--- src/rtl/fetch_pkg.sv ---
// Shared types and constants for the instruction fetch queue.
package fetch_pkg;

  typedef struct packed {
    logic [31:0] inst;
    logic [31:0] pc;
  } fetch_entry_t;

  localparam logic [31:0] NOP_INST = 32'h0;
  localparam int unsigned FQ_DEPTH_DEFAULT = 4;

endpackage

--- src/rtl/fetch_queue.sv ---
// Instruction fetch queue: circular FIFO of {inst, pc} between imem and decode.
// Optional same-cycle bypass of an empty queue when FQ_BYPASS_EN is defined.
module fetch_queue
  import fetch_pkg::*;
#(
  parameter int unsigned DEPTH = FQ_DEPTH_DEFAULT,
  localparam int unsigned CW = $clog2(DEPTH) + 1
) (
  input  logic          clk,
  input  logic          rst,
  input  logic [31:0]   inst_in,
  input  logic          inst_in_valid,
  input  logic [31:0]   pc_in,
  input  logic          flush,
  input  logic          deq_ready,
  output logic [31:0]   inst_out,
  output logic [31:0]   pc_out,
  output logic          inst_out_valid,
  output logic          fetch_stall,
  output logic [CW-1:0] count,
  output logic          overflow
);

  localparam int unsigned AW = $clog2(DEPTH);

  fetch_entry_t          mem_q [DEPTH];
  fetch_entry_t          mem_d [DEPTH];
  logic [AW-1:0]         wp_q, wp_d;
  logic [AW-1:0]         rp_q, rp_d;
  logic [CW-1:0]         count_q, count_d;
  logic                  overflow_q, overflow_d;

  logic                  stored_valid;
  logic                  full;
  logic                  bypass;
  logic                  enq;
  logic                  deq;
  fetch_entry_t          head;
  fetch_entry_t          in_entry;

  assign stored_valid = (count_q != '0);
  assign full         = (count_q == CW'(DEPTH));
  assign in_entry     = '{inst: inst_in, pc: pc_in};
  assign head         = mem_q[rp_q];

`ifdef FQ_BYPASS_EN
  assign bypass = !stored_valid && inst_in_valid && !flush;
`else
  assign bypass = 1'b0;
`endif

  // A bypassed word consumed by decode in the same cycle is never stored.
  assign enq = inst_in_valid && !flush && !full && !(bypass && deq_ready);
  assign deq = stored_valid && deq_ready && !flush;

  always_comb begin
    mem_d      = mem_q;
    wp_d       = wp_q;
    rp_d       = rp_q;
    count_d    = count_q;
    overflow_d = overflow_q;
    if (flush) begin
      wp_d    = '0;
      rp_d    = '0;
      count_d = '0;
    end else begin
      if (enq) begin
        mem_d[wp_q] = in_entry;
        wp_d        = wp_q + AW'(1);
      end
      if (deq) begin
        rp_d = rp_q + AW'(1);
      end
      if (enq && !deq) begin
        count_d = count_q + CW'(1);
      end else if (deq && !enq) begin
        count_d = count_q - CW'(1);
      end
      if (inst_in_valid && full) begin
        overflow_d = 1'b1;
      end
    end
  end

  always_ff @(posedge clk or negedge rst) begin
    if (!rst) begin
      for (int i = 0; i < int'(DEPTH); i++) begin
        mem_q[i] <= '0;
      end
      wp_q       <= '0;
      rp_q       <= '0;
      count_q    <= '0;
      overflow_q <= 1'b0;
    end else begin
      mem_q      <= mem_d;
      wp_q       <= wp_d;
      rp_q       <= rp_d;
      count_q    <= count_d;
      overflow_q <= overflow_d;
    end
  end

  // Head presentation and stall are combinational from registered state.
  assign inst_out_valid = (stored_valid || bypass) && !flush;
  assign inst_out       = !inst_out_valid ? NOP_INST :
                          (stored_valid ? head.inst : inst_in);
  assign pc_out         = !inst_out_valid ? 32'h0 :
                          (stored_valid ? head.pc : pc_in);
  assign fetch_stall    = (count_q >= CW'(DEPTH - 1)) && !flush;
  assign count          = count_q;
  assign overflow       = overflow_q;

endmodule

--- config.mk ---
export PLATFORM = sky130hd
export DESIGN_NAME = fetch_queue
export DESIGN_NICKNAME = d
export VERILOG_FILES = /design/src/rtl/fetch_pkg.sv /design/src/rtl/fetch_queue.sv
export SDC_FILE = /design/constraint.sdc
export NUM_CORES = 1
export LEC_CHECK = 0
export CAP_MARGIN = 20
export CORE_ASPECT_RATIO = 0.6
export CORE_MARGIN = 4
export CORE_UTILIZATION = 60
export CTS_CLUSTER_DIAMETER = 30
export DETAILED_ROUTE_END_ITERATION = 7
export GPL_TIMING_DRIVEN = 0
export HOLD_SLACK_MARGIN = 0.08
export PLACE_DENSITY_LB_ADDON = 0.25
export SLEW_MARGIN = 20
export SYNTH_ARGS = -nofsm -noshare
export SYNTH_HDL_FRONTEND = slang
export SYNTH_SLANG_ARGS = --single-unit
--- constraint.sdc ---
create_clock -name clk -period 4.65 [get_ports clk]
set_clock_uncertainty 0.2 [all_clocks]
set_input_delay 1.1625 -clock clk [delete_from_list [all_inputs] [get_ports clk]]
set_output_delay 1.1625 -clock clk [all_outputs]
set_load 0.03 [all_outputs]
==> impl_metrics.env, run 1 <==
export IMPL_cts_root_buf="clkbuf_16"
export IMPL_initial_core_util_pct=61.0
export IMPL_p_per_area_mw_per_mm2=639
export IMPL_cts_tree="built"
export IMPL_grt_antenna_before_repair=3
export IMPL_ys_types=38
export IMPL_die_area_mm2=0.0228
export IMPL_rsz0062_at_grt="false"
export IMPL_htreeDepth=2
export IMPL_cts_buffer_depth=3
export IMPL_nNetsFinal=1000
export IMPL_cp_max_fo=11
export IMPL_port_buffers=136
export IMPL_hp_class="reg -> reg"
export IMPL_status="finished, final reports clean"
export IMPL_clkSlewWorstSetupHoldPaths_ns=0.05
export IMPL_dr_pass1_iters=4
export IMPL_io_pins=139
export IMPL_p_clk_share_pct=29.3
export IMPL_relSlewSlack_pct=48.1
export IMPL_drt_iter0_drc=305
export IMPL_grt_max_degree=102
export IMPL_crit_type="in -> out"
export IMPL_postCtsSetupBuffers=0
export IMPL_drv_slew=0
export IMPL_yosysWarnings=0
export IMPL_maxCapViolations=0
export IMPL_grt_overflow_total=0
export IMPL_avgViaCountPerCell=5.82
export IMPL_syn_to_final_growth_pct=25.2
export IMPL_finalHoldViolations=0
export IMPL_p_sw_uw=2830
export IMPL_arrival_ns=3.19
export IMPL_die_w_um=192
export IMPL_fin_crit_sh_pct=97.9
export IMPL_synth_area_per_cell_um2=16.3
export IMPL_route_detailed_wl_per_inst_um=22.9
export IMPL_ys_flop_type="dfrtp_1"
export IMPL_required_ns=3.29
export IMPL_synth_fp_nets=823
export IMPL_ant_nets=0
export IMPL_leakage_uw=0.00710
export IMPL_dp_hpwl_um=18900
export IMPL_worstSkewPairLatency_ns=0.50
export IMPL_power_internal_uw=6940
export IMPL_p_comb_share_pct=31.3
export IMPL_tightestPinTransition_ns=0.779
export IMPL_ys_seq_area_share_pct=54.1
export IMPL_synthesis_instances=749
export IMPL_gp_congestion=0.805
export IMPL_setup_viol=0
export IMPL_clock_sinks=264
export IMPL_ir_worst_vdd_mv=0.348
export IMPL_period_needed_ns=4.55
export IMPL_wirelength_um=28200
export IMPL_synth_area_mm2=0.0122
export IMPL_vias=7140
export IMPL_async_reset_ff_share_pct=100
export IMPL_cp_end_kind="output pin"
export IMPL_power_frac_seq_pct=39.4
export IMPL_route_detailed_drc=0
export IMPL_track_usage_pct=25.5
export IMPL_cts_buffers_inserted=38
export IMPL_diodes=0
export IMPL_totalPowerFinal_uw=9770
export IMPL_die_height_um=119
export IMPL_grt_pass1_wl_um=45400
export IMPL_grt_pass1_vias=8172
export IMPL_synth_edf_count=0
export IMPL_fmax_mhz=220
export IMPL_placementRows=40
export IMPL_fin_tns_setup_ns=0
export IMPL_drive_gt1_share_pct=45.6
export IMPL_core_area_mm2=0.0200
export IMPL_ys_ff_latch=264
export IMPL_critPathLaunchType="primary input"
export IMPL_p_sw_share_pct=29.0
[power groups by stage]
stage,Clock [uW],Sequential [uW],Combinational (uW)
5_1_grt,3020,3950,3290
4_1_cts,2910,3840,3110
3_5_place_dp,0,3850,3130
6_report,2860,3850,3060
3_3_place_gp,0,3730,2990
2_1_floorplan,0,3660,2310
[critical path: stages]
cell and delay [ns]:
clkdlybuf4s50_1 0.59, nand2b_1 0.27, clkbuf_2 0.25, nor2b_1 0.19, clkdlybuf4s50_1 0.71
[synthesized netlist by cell type (2+ instances only)]
| library cell | count | area [um^2] |
|---|---|---|
| nor2b_1 | 64 | 400 |
| dfrtp_1 | 264 | 6610 |
| mux4_2 | 64 | 1440 |
| buf_6 | 4 | 45.0 |
| xnor2_1 | 2 | 17.5 |
| xor2_1 | 3 | 26.3 |
| nand3_1 | 2 | 10.0 |
| nand2_1 | 5 | 18.8 |
| clkbuf_1 | 14 | 52.6 |
| ha_1 | 4 | 50.1 |
| clkbuf_8 | 21 | 289 |
| nor2_1 | 6 | 22.5 |
| o31ai_1 | 2 | 15.0 |
| mux2_4 | 15 | 225 |
| a21oi_1 | 2 | 10.0 |
| inv_1 | 5 | 18.8 |
| nand2_4 | 4 | 45.0 |
| mux2_2 | 240 | 2700 |
| o21ai_0 | 2 | 10.0 |
| buf_2 | 8 | 40.0 |
[through the flow]
step / hold WS [ns] / worst slack (ns) / std cells / utilization (%) / instance area, um^2
2_1_floorplan: 0.259 / 0.976 / 749 / - / 12200
3_3_place_gp: 0.258 / -7.93 / 1158 / 69.5 / 13900
3_5_place_dp: 0.272 / -0.506 / 1160 / 69.8 / 14000
4_1_cts: 0.293 / 0.000228 / 1227 / 76.1 / 15200
5_1_grt: 0.305 / 0.0105 / 1227 / 76.4 / 15300
6_report: 0.293 / 0.0959 / 1227 / 76.4 / 15300
[cell usage in the layout (no fill, tap or decap), types with 2 or more instances in the layout]
cell type,netlist,final
dfrtp_1,264,264
mux2_2,240,240
clkdlybuf4s50_1,0,83
mux4_2,64,64
nor2b_1,64,64
clkbuf_16,0,41
dlygate4sd2_1,0,36
clkbuf_8,21,27
dlymetal6s2s_1,0,16
mux2_4,15,15
clkbuf_1,14,11
buf_2,8,8
nor2_1,6,6
inv_1,5,5
clkbuf_2,0,5
nand2_1,5,5
nand2_4,4,4
buf_6,4,4
ha_1,4,4
clkinv_2,0,4
clkinv_4,0,4
xor2_1,3,3
clkinvlp_4,0,3
buf_4,1,2
clkbuf_4,0,2
a21oi_1,2,2
xnor2_1,2,2
o31ai_1,2,2
nand3_1,2,2
o21ai_0,2,2
bufinv_16,0,2
buf_16,0,2
[sequential cells by signal (all words and copies together), names as in the netlist]
name / cells
mem_q: 256
overflow: 1
rp_q: 2
count: 3
wp_q: 2
[worst paths after layout]
check | startpoint | to | slack (ns) | cells past startpoint
worst max register to register | count[1] | count[2] | 2.05 | 7
worst max-delay path | flush | inst_out[3] | 0.1 | 5
max in group asynchronous | rst | mem_q[233] | 2.52 | 3
worst min-delay path | overflow | overflow | 0.29 | 1
min in group asynchronous | rst | mem_q[176] | 0.42 | 1
worst min register to register | overflow | overflow | 0.29 | 1
[layer usage]
layer  track usage, %  vias up  share of wire [%]
li1                 -     3108                  -
met1             36.6     3790                 44
met2             40.7      196                 49
met3             5.19       42                5.8
met4             5.88        4                1.5
met5                0        -              0.075
[logic make-up after synthesis]
family | share of synthesized area (%)
compound gates | 0.779
xor+xnor | 0.359
fa+ha+maj | 0.574
buf+inv | 3.74
flops | 54.1
mux | 35.9
simple gates | 4.51
[what timing repair did]
action                                  4_1_cts  5_1_grt
resized for setup                            46       18
pin swaps                                     0        0
hold buffers                                  0        0
endpoints found under the setup margin       60       16
[final cells by class]
type,count,area (um^2)
Timing Repair Buffer,138,1420
Sequential cell,264,6610
Fill cell,1180,4730
Clock inverter,16,174
Tap cell,273,342
Clock buffer,52,1130
Inverter,5,18.8
Multi-Input combinational cell,431,5150
Buffer,48,452
Power figures use the tool's default switching activity.
==> run 2, diff against run 1 <==
- SKIP_CTS_REPAIR_TIMING: not set -> 1
==> run 2 against run 1 <==
The flow now finishes with violations (negative setup slack). Critical path type is now reg -> out. Highest routed layer unchanged. Register-to-register slack hardly changed. Design area is 0.22% higher. Largest cell class unchanged. Die area unchanged. Critical path depth stayed put. Clock power barely moved. Largest power group unchanged.
==> impl_metrics.env, run 2 (synthesis gave the netlist of run 1 again) <==
export IMPL_power_frac_seq_pct=39.1
export IMPL_final_common_cell="dfrtp_1"
export IMPL_final_cell_area_mm2=0.0153
export IMPL_dr_pass1_iters=4
export IMPL_cp_max_fo=10
export IMPL_core_area_mm2=0.0200
export IMPL_met2WireLength_um=13700
export IMPL_drv_slew=0
export IMPL_track_usage_pct=25.5
export IMPL_timing_rr_end="count[2]"
export IMPL_violations="negative setup slack"
export IMPL_setup_viol=1
export IMPL_grt_pass1_vias=8172
export IMPL_die_w_um=192
export IMPL_wirelength_um=28200
export IMPL_placementRows=40
export IMPL_holdPathStages=1
export IMPL_met1_length_um=12600
export IMPL_syn_to_final_growth_pct=25.4
export IMPL_pre_cts_ws_ns=-0.506
export IMPL_worstSkewPairLatency_ns=0.50
export IMPL_post_route_util_pct=76.5
export IMPL_critPathLaunchType="flop"
export IMPL_arrival_ns=3.29
export IMPL_status="complete, but fails checks"
export IMPL_cts_buffer_depth=3
export IMPL_period_needed_ns=4.66
export IMPL_grt_max_degree=102
export IMPL_top_layer="met5"
export IMPL_worstHoldEndpoint="overflow"
export IMPL_holdCritStartpoint="overflow"
export IMPL_grt_antenna_before_repair=3
export IMPL_ant_nets=0
export IMPL_initial_core_util_pct=61.0
export IMPL_p_clk_share_pct=29.1
export IMPL_rsz0062_at_grt="true"
export IMPL_die_height_um=119
export IMPL_p_comb_share_pct=31.8
export IMPL_fin_tns_setup_ns=-0.00730
export IMPL_placedCellCount=1160
export IMPL_p_sw_uw=2840
export IMPL_relSlewSlack_pct=48.1
export IMPL_dp_hpwl_um=18900
export IMPL_largest_reg_flops=256
export IMPL_gp_congestion=0.805
export IMPL_hp_class="reg -> reg"
export IMPL_crit_reg2reg_launch="count[1]"
export IMPL_p_sw_share_pct=28.9
export IMPL_vias=7131
export IMPL_ir_worst_vdd_mv=0.343
export IMPL_crit_type="reg -> out"
export IMPL_finalHoldViolations=0
export IMPL_clkSlewWorstSetupHoldPaths_ns=0.06
export IMPL_route_detailed_drc=0
export IMPL_r2r_slack_ns=2.06
export IMPL_grt_overflow_total=0
export IMPL_leakage_uw=0.00690
export IMPL_p_per_area_mw_per_mm2=642
export IMPL_dr_wl_met3_um=1420
export IMPL_cts_tree="built"
export IMPL_r2r_cells=7
export IMPL_placed_cell_area_mm2=0.0140
export IMPL_setup_ws_ns=-0.00730
export IMPL_io_pins=139
export IMPL_cts_root_buf="clkbuf_16"
export IMPL_route_detailed_wl_per_inst_um=23.0
export IMPL_port_buffers=136
export IMPL_final_cell_mix="264 x dfrtp_1, 240 x mux2_2, 121 x clkdlybuf4s50_1, 64 x mux4_2, 64 x nor2b_1"
export IMPL_power_internal_uw=6990
export IMPL_die_area_mm2=0.0228
export IMPL_grt_pass1_wl_um=45300
export IMPL_cp_end_kind="output pin"
export IMPL_drive_gt1_share_pct=45.5
export IMPL_nNetsFinal=1000
export IMPL_cts_buffers_inserted=38
export IMPL_fin_crit_sh_pct=100
export IMPL_drt_iter0_drc=293
export IMPL_required_ns=3.29
export IMPL_maxCapViolations=0
export IMPL_clock_sinks=264
export IMPL_htreeDepth=2
export IMPL_final_cells=1228
export IMPL_tightestPinTransition_ns=0.779
export IMPL_largest_register="mem_q"
export IMPL_fmax_mhz=215
export IMPL_avgViaCountPerCell=5.81
run 2: cell types whose count changed in the layout (fill, tap and decap cells not counted), moves of 2 or more:
cell	change
buf_2	+2
clkbuf_4	-2
clkdlybuf4s50_1	+38
dlygate4sd2_1	-36
dlymetal6s2s_1	-2
run 2: through the flow:
step	hold WS (ns)	power, uW
after floorplan	0.259	5970
after global placement	0.258	6720
after detailed placement	0.272	6980
after CTS	0.293	9910
after global routing	0.305	10300
final	0.294	9830
run 2: per-layer routing:
| layer | GRT usage (%) | up-vias |
|---|---|---|
| met5 | 0 | - |
| met4 | 5.88 | 6 |
| met3 | 5.25 | 52 |
| met2 | 40.7 | 182 |
| met1 | 36.6 | 3789 |
| li1 | - | 3102 |
run 2: area by class of cell:
| cell class | count | area [um^2] |
|---|---|---|
| flip-flops and latches | 264 | 6610 |
| multi-input cells | 431 | 5150 |
| fillers | 1155 | 4700 |
| repair buffers | 138 | 1460 |
| clock buffers | 52 | 1130 |
| plain buffers | 48 | 443 |
| well taps | 273 | 342 |
| clock inverters | 16 | 174 |
| inverters | 5 | 18.8 |
| diodes | 1 | 2.50 |
run 2: power groups by stage:
stage,combinational (uW),clock (uW),sequential [uW]
3_5_place_dp,3130,0,3850
2_1_floorplan,2310,0,3660
6_report,3120,2860,3840
3_3_place_gp,2990,0,3730
4_1_cts,3160,2910,3840
5_1_grt,3350,3020,3950
run 2: critical path: stages, from the launching register on:
cell	delay, ns
dfrtp_1	0.35
clkbuf_1	0.58
clkbuf_1	0.65
mux4_2	0.35
nor2b_1	0.16
clkdlybuf4s50_1	0.69
run 2: worst max path at each step:
stage | to | from | slack, ns
floorplan | inst_out[10] | flush | 0.98
global placement | mem_q[182] | rst | -7.93
detailed placement | inst_out[21] | flush | -0.51
CTS | inst_out[21] | flush | -0.50
global route | pc_out[20] | rp_q[1] | -0.12
finish | inst_out[20] | rp_q[1] | -0.007
